[src/rtl/vdm_pkg.sv]
// vdm_pkg: shared types and constants for voq_delay_monitor.
//   snap_state_t   - snapshot FSM states (RUN, DRAIN, CAPT)
//   SAT_GUARD_BITS - extra carry bit on every saturating adder
//   MAX_WIDTH      - widest accumulator the constants below cover
//   MIN_INIT       - all-ones value loaded into min trackers (empty window)
package vdm_pkg;

    typedef enum logic [1:0] {
        SNAP_RUN   = 2'd0,
        SNAP_DRAIN = 2'd1,
        SNAP_CAPT  = 2'd2
    } snap_state_t;

    localparam int unsigned SAT_GUARD_BITS = 1;
    localparam int unsigned MAX_WIDTH      = 64;

    // Slice [WIDTH-1:0] for a WIDTH-bit all-ones minimum seed.
    localparam logic [MAX_WIDTH-1:0] MIN_INIT = '1;

endpackage

[src/rtl/vdm_accum.sv]
// vdm_accum: one set of delay statistics with saturating arithmetic.
// Ports:
//   clk, reset     - clock, synchronous active-high reset
//   clear          - zero the set (min reloads all-ones), same effect as reset
//   en             - accumulate delay this cycle
//   delay          - WIDTH-bit delay sample
//   cnt            - number of accumulated samples, saturates at all-ones
//   total          - 2*WIDTH sum of samples, saturates at all-ones
//   min_delay      - smallest sample seen (all-ones when empty)
//   max_delay      - largest sample seen (0 when empty)
//   sat            - sticky: cnt or total clamped since the last clear
module vdm_accum
    import vdm_pkg::*;
#(
    parameter int unsigned WIDTH = 32
) (
    input  logic                 clk,
    input  logic                 reset,
    input  logic                 clear,
    input  logic                 en,
    input  logic [WIDTH-1:0]     delay,
    output logic [WIDTH-1:0]     cnt,
    output logic [2*WIDTH-1:0]   total,
    output logic [WIDTH-1:0]     min_delay,
    output logic [WIDTH-1:0]     max_delay,
    output logic                 sat
);

    localparam int unsigned CW = WIDTH + SAT_GUARD_BITS;
    localparam int unsigned TW = 2 * WIDTH + SAT_GUARD_BITS;

    logic [CW-1:0] cnt_sum;
    logic [TW-1:0] tot_sum;
    logic          cnt_carry;
    logic          tot_carry;

    always_comb begin
        cnt_sum   = {{SAT_GUARD_BITS{1'b0}}, cnt} + CW'(1);
        tot_sum   = {{SAT_GUARD_BITS{1'b0}}, total} + TW'(delay);
        cnt_carry = cnt_sum[CW-1];
        tot_carry = tot_sum[TW-1];
    end

    always_ff @(posedge clk) begin
        if (reset || clear) begin
            cnt       <= '0;
            total     <= '0;
            min_delay <= MIN_INIT[WIDTH-1:0];
            max_delay <= '0;
            sat       <= 1'b0;
        end else if (en) begin
            cnt       <= cnt_carry ? '1 : cnt_sum[WIDTH-1:0];
            total     <= tot_carry ? '1 : tot_sum[2*WIDTH-1:0];
            if (delay < min_delay) min_delay <= delay;
            if (delay > max_delay) max_delay <= delay;
            sat       <= sat | cnt_carry | tot_carry;
        end
    end

endmodule

[src/rtl/voq_delay_monitor.sv]
// voq_delay_monitor: queueing-delay / throughput monitor on a VOQ read port.
// Each dequeued word carries its arrival timestamp; delay = i_time - i_data
// (modulo 2^WIDTH). Aggregate count/total/min/max are accumulated and a
// snapshot FSM (RUN -> DRAIN -> CAPT) publishes a coherent copy.
// Optional feature macro: VDM_PER_PRIO_EN adds per-class count/total
// accumulators and the o_prio_cnt / o_prio_total snapshot ports.
// Ports:
//   clk, reset           - clock, synchronous active-high reset
//   i_wr                 - arrival strobe (counted into cnt_in)
//   i_rd, i_rd_priority  - dequeue strobe and one-hot class of the word
//   i_data, i_time       - arrival timestamp and free-running time base
//   i_clear              - zero all accumulators, abort any snapshot
//   i_snap_req           - snapshot request pulse (ignored while busy)
//   o_snap_busy          - snapshot in progress
//   o_snap_valid         - one-cycle pulse when snapshot outputs update
//   o_cnt_in, o_cnt_out  - snapshot arrival / departure counts
//   o_min_delay, o_max_delay, o_total_delay - snapshot delay statistics
//   o_overflow           - sticky saturation indicator (live, not snapshot)
//   o_prio_cnt, o_prio_total - per-class snapshot (VDM_PER_PRIO_EN only)
module voq_delay_monitor
    import vdm_pkg::*;
#(
    parameter int unsigned PORT     = 8,
    parameter int unsigned PRIORITY = 4,
    parameter int unsigned WIDTH    = 32
) (
    input  logic                     clk,
    input  logic                     reset,
    input  logic                     i_wr,
    input  logic                     i_rd,
    input  logic [PRIORITY-1:0]      i_rd_priority,
    input  logic [WIDTH-1:0]         i_data,
    input  logic [WIDTH-1:0]         i_time,
    input  logic                     i_clear,
    input  logic                     i_snap_req,
    output logic                     o_snap_busy,
    output logic                     o_snap_valid,
    output logic [WIDTH-1:0]         o_cnt_in,
    output logic [WIDTH-1:0]         o_cnt_out,
    output logic [WIDTH-1:0]         o_min_delay,
    output logic [WIDTH-1:0]         o_max_delay,
    output logic [2*WIDTH-1:0]       o_total_delay,
    output logic                     o_overflow
`ifdef VDM_PER_PRIO_EN
    ,
    output logic [PRIORITY*WIDTH-1:0]   o_prio_cnt,
    output logic [PRIORITY*2*WIDTH-1:0] o_prio_total
`endif
);

    // PORT is informational only.
    localparam int unsigned PORT_UNUSED = PORT;

    snap_state_t state;

    logic [WIDTH-1:0]   d1;
    logic               v1;

    logic [WIDTH:0]     cnt_in_sum;
    logic [WIDTH-1:0]   cnt_in;
    logic [WIDTH-1:0]   cnt_in_nxt;
    logic               cnt_in_carry;
    logic               cnt_in_sat;
    logic [WIDTH-1:0]   cnt_in_hold;

    logic [WIDTH-1:0]   agg_cnt;
    logic [2*WIDTH-1:0] agg_total;
    logic [WIDTH-1:0]   agg_min;
    logic [WIDTH-1:0]   agg_max;
    logic               agg_sat;

    // Stage 1: register the wrap-safe delay alongside the dequeue strobe.
    always_ff @(posedge clk) begin
        if (reset || i_clear) begin
            v1 <= 1'b0;
            d1 <= '0;
        end else begin
            v1 <= i_rd;
            d1 <= i_time - i_data;
        end
    end

    // Arrivals bypass the pipeline.
    always_comb begin
        cnt_in_sum   = {1'b0, cnt_in} + (WIDTH + 1)'(i_wr);
        cnt_in_carry = cnt_in_sum[WIDTH];
        cnt_in_nxt   = cnt_in_carry ? '1 : cnt_in_sum[WIDTH-1:0];
    end

    always_ff @(posedge clk) begin
        if (reset || i_clear) begin
            cnt_in     <= '0;
            cnt_in_sat <= 1'b0;
        end else begin
            cnt_in     <= cnt_in_nxt;
            cnt_in_sat <= cnt_in_sat | cnt_in_carry;
        end
    end

    // Stage 2: aggregate statistics.
    vdm_accum #(.WIDTH(WIDTH)) u_agg (
        .clk       (clk),
        .reset     (reset),
        .clear     (i_clear),
        .en        (v1),
        .delay     (d1),
        .cnt       (agg_cnt),
        .total     (agg_total),
        .min_delay (agg_min),
        .max_delay (agg_max),
        .sat       (agg_sat)
    );

`ifdef VDM_PER_PRIO_EN
    logic [PRIORITY-1:0]          p1;
    logic [PRIORITY-1:0]          prio_sat;
    logic [PRIORITY*WIDTH-1:0]    prio_cnt;
    logic [PRIORITY*2*WIDTH-1:0]  prio_total;
    logic [PRIORITY*WIDTH-1:0]    prio_min_unused;
    logic [PRIORITY*WIDTH-1:0]    prio_max_unused;

    always_ff @(posedge clk) begin
        if (reset || i_clear) p1 <= '0;
        else                  p1 <= i_rd_priority;
    end

    // Multi-hot p1 updates every set class; all-zero updates none.
    for (genvar k = 0; k < PRIORITY; k++) begin : g_prio
        vdm_accum #(.WIDTH(WIDTH)) u_acc (
            .clk       (clk),
            .reset     (reset),
            .clear     (i_clear),
            .en        (v1 & p1[k]),
            .delay     (d1),
            .cnt       (prio_cnt[k*WIDTH +: WIDTH]),
            .total     (prio_total[k*2*WIDTH +: 2*WIDTH]),
            .min_delay (prio_min_unused[k*WIDTH +: WIDTH]),
            .max_delay (prio_max_unused[k*WIDTH +: WIDTH]),
            .sat       (prio_sat[k])
        );
    end

    always_comb o_overflow = agg_sat | cnt_in_sat | (|prio_sat);
`else
    logic prio_unused;
    always_comb prio_unused = ^i_rd_priority;

    always_comb o_overflow = agg_sat | cnt_in_sat;
`endif

    // Snapshot FSM. cnt_in is latched on the request cycle (including that
    // cycle's i_wr) so it lines up with the two-stage departure pipeline,
    // which has drained the request-cycle i_rd by the time CAPT copies.
    always_ff @(posedge clk) begin
        if (reset) begin
            state         <= SNAP_RUN;
            o_snap_busy   <= 1'b0;
            o_snap_valid  <= 1'b0;
            cnt_in_hold   <= '0;
            o_cnt_in      <= '0;
            o_cnt_out     <= '0;
            o_min_delay   <= MIN_INIT[WIDTH-1:0];
            o_max_delay   <= '0;
            o_total_delay <= '0;
`ifdef VDM_PER_PRIO_EN
            o_prio_cnt    <= '0;
            o_prio_total  <= '0;
`endif
        end else begin
            o_snap_valid <= 1'b0;
            if (i_clear) begin
                state       <= SNAP_RUN;
                o_snap_busy <= 1'b0;
            end else begin
                case (state)
                    SNAP_RUN: begin
                        if (i_snap_req) begin
                            state       <= SNAP_DRAIN;
                            o_snap_busy <= 1'b1;
                            cnt_in_hold <= cnt_in_nxt;
                        end
                    end
                    SNAP_DRAIN: begin
                        state <= SNAP_CAPT;
                    end
                    SNAP_CAPT: begin
                        state         <= SNAP_RUN;
                        o_snap_busy   <= 1'b0;
                        o_snap_valid  <= 1'b1;
                        o_cnt_in      <= cnt_in_hold;
                        o_cnt_out     <= agg_cnt;
                        o_min_delay   <= agg_min;
                        o_max_delay   <= agg_max;
                        o_total_delay <= agg_total;
`ifdef VDM_PER_PRIO_EN
                        o_prio_cnt    <= prio_cnt;
                        o_prio_total  <= prio_total;
`endif
                    end
                    default: begin
                        state       <= SNAP_RUN;
                        o_snap_busy <= 1'b0;
                    end
                endcase
            end
        end
    end

endmodule
[config.mk]
export PLATFORM = sky130hd
export DESIGN_NAME = voq_delay_monitor
export DESIGN_NICKNAME = d
export VERILOG_FILES = /design/src/rtl/vdm_pkg.sv /design/src/rtl/vdm_accum.sv /design/src/rtl/voq_delay_monitor.sv
export SDC_FILE = /design/constraint.sdc
export NUM_CORES = 1
export LEC_CHECK = 0
export CORE_UTILIZATION = 45
export CTS_CLUSTER_DIAMETER = 80
export DETAILED_ROUTE_END_ITERATION = 10
export DONT_BUFFER_PORTS = 1
export PLACE_DENSITY = 0.68
export SYNTH_ARGS = -nofsm -noshare
export SYNTH_HDL_FRONTEND = slang
export SYNTH_SLANG_ARGS = --single-unit
[constraint.sdc]
create_clock -name clk -period 4.5 [get_ports clk]
set_input_delay 0.9 -clock clk [delete_from_list [all_inputs] [get_ports clk]]
set_output_delay 0.9 -clock clk [all_outputs]
set_load 0.05 [all_outputs]
# After elaboration in Yosys (flattened, before gate mapping)
# Index checks and enable logic that the tools add are counted.
# op_classes
addsub	4
order_cmp	2
n_eq_ne	3
n_mux	8
bitwise	6
n_reduce_logical	8
# op_table
operator	count
adder 64 x 32 -> 65 bit	1
2-to-1 mux 32 bit	2
2-to-1 mux 64 bit	1
adder 32 x 1 -> 33 bit	1
adder 32 x 1 -> 33 bit (second input constant)	1
greater-than comparator 32 bit	1
< comparator 32 bit	1
subtractor 32 bit	1
AND reduction 2 bit	4
OR 1 bit	4
case mux 2 bit (2 select lines)	1
AND reduction 3 bit	1
== test 2 x 1 -> 1 bit (second input constant)	1
== test 2 bit (second input constant)	1
logical NOT 2 bit	1
2-to-1 mux 1 bit	2
2-to-1 mux 2 bit	1
inequality test 2 bit (second input constant)	1
inverter 1 bit	2
case mux 1 bit (2 select lines)	1
OR reduction 2 bit	1
logical OR 1 bit	1
# word_totals
reg_bits	455
in_bits	74
out_inout_bits	195
word_cells	49

# Logic depth before layout (Yosys ltp)
# Gate-level depths: netlist of the first run.
# depth
word_depth	3
depth_mapped	12
ltp_nobuf	11

# Hierarchy
# Synthesis of the first run repeated with hierarchy kept, for this count alone.
# unflattened
hier_cells	2930
area_unflattened_um2	22791.9
# by_module_without_submodules
mod	instances	cells_each	area_each_um2	seq_area_each_um2
voq_delay_monitor	1	1506	11900.2	5885.6
vdm_accum	1	1424	10891.7	3223.1

# Least setup slack after synthesis of the first run
# Ideal clock, no wire load.
# synth_path
path_kind	input port to flip-flop
start	in i_data[6]
end	reg d1[29]
setup_ns	0.128
arrival_time_ns	2.951
t_required_ns	4.372
slack_ns	1.422
cell_stages	10
n_path_buf	0
path_cell_list	inv_1 ha_1 a211oi_1 o21bai_1 o21ai_0 a31oi_1 o2111ai_1 a21oi_1 o41ai_1 nand3_1
# synth_via
elab_chain_cells	1
# synth_lines
element	line_no	source
from (decl)	voq_delay_monitor.sv:32	input logic [WIDTH-1:0] i_data,
subtractor 32 bit	voq_delay_monitor.sv:79	d1 <= i_time - i_data;
to (signal assigned)	voq_delay_monitor.sv:79	
to (decl)	voq_delay_monitor.sv:56	logic [WIDTH-1:0] d1;
# Every way passes these cells.
# A chain may end at the register's enable or synchronous reset.

# Worst setup path after layout of the first run
# layout_path
start	reg d1[0]
end	reg u_agg.total[52]
# layout_via
elab_chain_cells	2
# layout_lines
element	line_no	source
adder 64 x 32 -> 65 bit	vdm_accum.sv:39	tot_sum = {{SAT_GUARD_BITS{1'b0}}, total} + TW'(delay);
2-to-1 mux 64 bit	vdm_accum.sv:53	total <= tot_carry ? '1 : tot_sum[2*WIDTH-1:0];
to (signal assigned)	vdm_accum.sv:53	
to (decl)	vdm_accum.sv:23	output logic [2*WIDTH-1:0] total,
# Every way passes these cells.

==> run metrics, run 1 <==
Peak VDD IR 0.0002233 V; EDFF count, synth 0; final hold vios 0; Slew HR 23.14%; routability congestion estimate 0.9175; Synth Area in Simple Gates 21.93%; crit path buf inv count 0; Antenna Cells 0; Inserted Clock Buffers 49; RR Startpoint d1[0]; largest net degree at the start of global routing 233; P_leak 9.575 nW; GR Util met2 36.25%; vias 18480; CTS Root Cell clkbuf_16; HP Start reset; Seq cells post-synth 455; Unique masters post-synth 84; Area Growth Syn to Fin 9.686%; Worst Skew 13.17 ps; min Tclk post-route 3523 ps; status finished, final reports clean; mapped cell area 22130 sq um; # fillers 4563; htree depth 2; Synth warnings 0; Main synth FF type dfxtp_1; Compound-Gate Fraction of Synth Area 17.30%; global-route wire length before repair 93760 microns; mux cell area share after synthesis 3.625%; IO Port Bufs 0; antenna-violating nets left 0; main combinational cell family by area after synthesis simple AND/OR/NAND/NOR gates; clock sink total 455; GRT overflow 0; Post-CTS Hold Buffers 0; critical path capture point type register; pwr/cell area 373.7 nW/um^2; DR vias/cell 5.562; Crit path required time 4990 ps; kind of critical path reg2reg; Layout Nets 2834; detailed placer's ending HPWL 41400 microns; Fin Setup TNS 0 ps; slew of the pin with the lowest slew margin 1153 ps; f_max 0.2838 GHz; CP arrival 4020 ps; Reg clk slew, reported paths 60 ps; CTS tree yes; Die Span Y 223.7 microns; M3 GR Usage 6.532%; Critical Path Start Type register; post-synth net total 2911; CTS resizes 0; GRT Total Usage 22.99%; DRT Wirelength 58070 microns; initial DRC count 1223; full die area 50060 sq um; Syn Inst Count 2706; antenna violations before repair 1; CP max FO 11; Slowest Stage Delay on Critical Path 450 ps; max-cap viol count 0; Worst Setup SP d1[0]; WL per Instance 17.48 microns; GR Layer Usage met1 30.03%; io pins 269; Initial Util 45.96%; Pins Over Slew Limit 0; core area 48150 sq um; top cell family by delay on the critical path compound AO/OA/AOI/OAI gates; clk_lat worst skew 590 ps; RSZ-0062 raised after global routing false; post-CTS setup buffers 0; number of remaining DRC errors 0; worst hold margin 376.3 ps; Setup Viol. Count Final 0; CTS Buffer Depth 3; sequential share of the synthesized area 41.16%; Die W 223.7 microns; crit path cell chain ha_1 > fa_1 > a211oi_1 > o21ai_1 > a31oi_2 > a211oi_4 > or2_1 > and3_1 > and2_4 > a311oi_2; XOR/XNOR Fraction of Synth Area 3.760%; Post-Synth Adder-Cell Area 7.475%; first drt pass iteration count 5; layout cells sized above 1 5.324%; CP max-delay cell or2_1; vias in the first global route 17970; Mapped Avg Cell Area 8.177 sq um; FFs w/ async S/R, synth 0%; cell row count 80; global route hottest layer met2; Tcrit/Tclk final 78.29%; path type of the worst min-delay path in2reg
[worst register-to-register path: cells and delay by family, from the launching register on]
kind / cells / cell delay (ps)
compound gates: 5 / 1270
fa+ha+maj: 2 / 700
flops: 1 / 380
simple gates: 3 / 1090
[cell type report]
| class | count | area, sq um | area share, % |
|---|---|---|---|
| Sequential cell | 455 | 9110 | 37.53 |
| Tap cell | 656 | 820.8 | 3.382 |
| Clock buffer | 70 | 1448 | 5.965 |
| Inverter | 125 | 469.2 | 1.933 |
| Clock inverter | 19 | 240.2 | 0.9898 |
| Multi-Input combinational cell | 1981 | 12020 | 49.52 |
| Timing Repair Buffer | 17 | 165.2 | 0.6805 |
[synth_stat cells, types with 37 or more instances]
library cell,number,area share (%)
nand3_1,61,1.4
a21o_1,50,1.7
xor2_1,53,2.1
xnor2_1,42,1.7
o21ai_0,79,1.8
ha_1,129,7.3
nor3_1,37,0.84
nor2_1,164,2.8
a21oi_1,310,7.0
clkbuf_1,125,2.1
inv_1,125,2.1
nand4_1,42,1.2
nand2_1,550,9.3
nand2b_1,41,1.2
dfxtp_1,455,41
mux2i_1,79,3.6
[per-layer routing]
metal	vias up	wire length (microns)
met5	-	0
met4	0	1715
met3	102	4288
met2	453	26020
met1	8746	26040
li1	9180	-
[where the power goes]
part / switching, mW / internal, mW
sequential: 0.103 / 4.09
combinational: 0.395 / 0.277
clock: 1.67 / 2.53
total: 2.17 / 6.90
[cell usage in the layout, fill, tap and decap left out, drive strengths merged, types with 63 or more instances in the layout]
cell type	n
inv	129
nor2	164
ha	129
nand3	63
dfxtp	455
mux2i	79
o21ai	86
a21oi	312
nand2	550
clkbuf	70
[worst paths after layout]
path	endpoint	slack, ps	cells after the start
worst min-delay path	o_cnt_in[24]	380	1
worst max-delay path	u_agg.total[52]	980	10
worst max register to register	u_agg.total[52]	980	10
worst min register to register	o_cnt_in[6]	450	2
[through the flow]
step,utilization (%),cell area (sq um),cells,power (mW),worst slack [ps]
floorplan,-,22130,2706,4.794,1422
global placement,46.90,22580,3234,4.927,866.4
detailed placement,46.90,22580,3234,4.949,769.0
CTS,50.41,24270,3323,9.168,1000
global route,50.41,24270,3323,9.424,779.9
finish,50.41,24270,3323,9.071,977.0
[state kept, by name, indices dropped and copies added (netlist names)]
name	flops
d1	32
o_min_delay	32
cnt_in_sat	1
o_cnt_in	32
u_agg.sat	1
o_snap_valid	1
o_total_delay	64
u_agg.max_delay	32
u_agg.min_delay	32
u_agg.total	64
cnt_in_hold	32
u_agg.cnt	32
o_snap_busy	1
o_max_delay	32
state	2
o_cnt_out	32
v1	1
cnt_in	32
[cells by family after synthesis]
kind of cell / Yosys count
multiplexers: 80
AO/OA/AOI/OAI: 618
XOR/XNOR: 95
flip-flops: 455
buffers and inverters: 270
adder cells (fa/ha/maj): 131
AND/OR/NAND/NOR: 1057
(Power assumes the default switching activity.)
==> run 2: changes to the inputs <==
==> constraint.sdc (replaced) <==
create_clock -name clk -period 3.6 [get_ports clk]
set_input_delay 0.72 -clock clk [delete_from_list [all_inputs] [get_ports clk]]
set_output_delay 0.72 -clock clk [all_outputs]
set_load 0.05 [all_outputs]
==> run 2 against run 1 <==
Effect of this change: flip-flop and latch count unchanged; setup slack lost 710 ps; die area is the same; power is 27% higher; core utilization up 0.56 points; critical path type unchanged; critical endpoint is now u_agg.total[57]; highest routed layer unchanged.
==> run metrics, run 2 (synthesized netlist as in run 1, its figures left out) <==
slew of the pin with the lowest slew margin 846.0 ps (was 1153 ps); Setup Viol. Count Final 0 (unchanged); Initial Util 45.96% (unchanged); core area 48150 sq um (unchanged); CP max FO 12 (was 11); layout cells sized above 1 6.382% (was 5.324%); htree depth 2 (unchanged); Post-CTS Hold Buffers 0 (unchanged); number of remaining DRC errors 0 (unchanged); vias in the first global route 18010 (was 17970); worst hold margin 207.1 ps (was 376.3 ps); f_max 0.3003 GHz (was 0.2838 GHz); clk_lat worst skew 600 ps (was 590 ps); io pins 269 (unchanged); Area Growth Syn to Fin 10.90% (was 9.686%); Slew HR 43.60% (was 23.14%); commonest non-fill, non-tap cells in the layout nand2_1, dfxtp_1, a21oi_1, nor2_1, ha_1 (unchanged); WL per Instance 17.75 microns (was 17.48 microns); # placed instances 3263 (was 3234); final hold vios 0 (unchanged); cell row count 80 (unchanged); CTS Buffer Depth 3 (unchanged); routability congestion estimate 0.9621 (was 0.9175); critical path capture point type register (unchanged); Layout Cells excl Fill 3351 (was 3323); full die area 50060 sq um (unchanged); RSZ-0062 raised after global routing false (unchanged); Reg2Reg Capture Point u_agg.total[57] (was u_agg.total[52]); Crit path required time 4110 ps (was 4990 ps); Top Registers o_total_delay: 64 flops, u_agg.total: 64 flops (unchanged); GRT overflow 0 (unchanged); vias 18770 (was 18480); Internal Power 8.760 mW (was 6.899 mW); largest net degree at the start of global routing 233 (unchanged); min Tclk post-route 3330 ps (was 3523 ps); post-CTS setup buffers 0 (unchanged); antenna-violating nets left 0 (unchanged); CTS Root Cell clkbuf_16 (unchanged); GRT Total Usage 23.33% (was 22.99%); DR vias/cell 5.602 (was 5.562); hold worst-path end o_cnt_in[30] (was o_cnt_in[24]); global-route wire length before repair 94830 microns (was 93760 microns); CTS tree yes (unchanged); CP arrival 3840 ps (was 4020 ps); post-layout util 50.97% (was 50.41%); IO Port Bufs 0 (unchanged); antenna violations before repair 0 (was 1); top cell family by delay on the critical path simple AND/OR/NAND/NOR gates (was compound AO/OA/AOI/OAI gates); path type of the worst min-delay path in2reg (unchanged); clock sink total 455 (unchanged); sequential power share 45.4% (was 46.3%); commonest non-fill, non-tap cell in the layout nand2_1 (unchanged); crit path buf inv count 0 (unchanged); Inserted Clock Buffers 49 (unchanged); status finished, final reports clean (unchanged); pwr/cell area 470.1 nW/um^2 (was 373.7 nW/um^2); Clk network pwr share 46.9% (was 46.3%); FF-to-FF setup slack 270 ps (was 980 ps); Comb pwr share 7.7% (was 7.4%); Pins Over Slew Limit 0 (unchanged); Worst Skew 17.45 ps (was 13.17 ps); Layout Nets 2863 (was 2834); DRT Wirelength 59470 microns (was 58070 microns); CTS resizes 0 (unchanged); RR Startpoint d1[16] (was d1[0]); cell count of the worst hold path 1 (unchanged); crit path cell chain ha_1 > and3_1 > nand3_1 > or4_4 > a211oi_4 > or2_1 > and3_1 > nand2b_2 > a31oi_1 (was ha_1 > fa_1 > a211oi_1 > o21ai_1 > a31oi_2 > a211oi_4 > or2_1 > and3_1 > and2_4 > a311oi_2); Antenna Cells 0 (unchanged); initial DRC count 1076 (was 1223); Die W 223.7 microns (unchanged); Critical Path Start Type register (unchanged); max-cap viol count 0 (unchanged); total power 11.54 mW (was 9.071 mW); Sw Pwr 2.775 mW (was 2.172 mW); Peak VDD IR 0.0003071 V (was 0.0002233 V); Sw Ratio 24.05% (was 23.95%); Reg clk slew, reported paths 60 ps (about the same); kind of critical path reg2reg (unchanged); detailed placer's ending HPWL 42380 microns (was 41400 microns); CP max-delay cell or4_4 (was or2_1); P_leak 9.746 nW (was 9.575 nW); most frequent CP cell and3_1; cells on worst reg2reg path 9 (was 10); Fin Setup TNS 0 ps (unchanged); Slowest Stage Delay on Critical Path 530 ps (was 450 ps); first drt pass iteration count 5 (unchanged); Tcrit/Tclk final 92.50% (was 78.29%); Die Span Y 223.7 microns (unchanged); HP Start reset (unchanged)
==> run 2: cell count changes in the layout (fill, tap and decap cells not counted), sizes merged <==
cell / delta
bufinv: +4
clkinv: +4
buf: +29
clkinvlp: -1
clkbuf: -8
==> run 2: power groups by stage <==
stage,sequential [mW],clock [mW],combinational [mW]
finish,5.23,5.41,0.890
detailed placement,5.34,0,0.879
CTS,5.23,5.52,0.887
global placement,5.34,0,0.847
floorplan,5.30,0,0.690
global route,5.24,5.69,0.994
==> run 2: worst max-delay path by stage <==
stage | endpoint | from | slack (ps) | cells past startpoint
2_1_floorplan | d1[29] | i_data[6] | 700 | 10
3_3_place_gp | d1[29] | i_data[6] | 260 | 10
3_5_place_dp | d1[30] | i_time[0] | 210 | 12
4_1_cts | u_agg.total[57] | d1[16] | 330 | 9
5_1_grt | u_agg.total[61] | d1[16] | 150 | 9
6_report | u_agg.total[57] | d1[16] | 270 | 9
==> run 2: through the flow <==
stage / area [sq um] / worst slack [ps]
2_1_floorplan: 22130 / 701.7
3_3_place_gp: 22830 / 255.2
6_report: 24540 / 270.1
3_5_place_dp: 22830 / 208.5
5_1_grt: 24540 / 154.0
4_1_cts: 24540 / 327.3
==> run 2: layer usage <==
metal	GRT usage, %	part of all wire [%]
met1	30.63	45
met2	37.62	45
met3	5.260	7.3
met4	8.042	2.6
met5	0	0
==> run 2: cell type report <==
type / count / area (sq um)
tap: 656 / 820.8
clock inverter: 26 / 377.9
multi-input combinational: 1981 / 12020
inverter: 125 / 469.2
clock buffer: 62 / 1335
timing repair buffer: 46 / 407.9
sequential: 455 / 9110
fill: 4534 / 23610
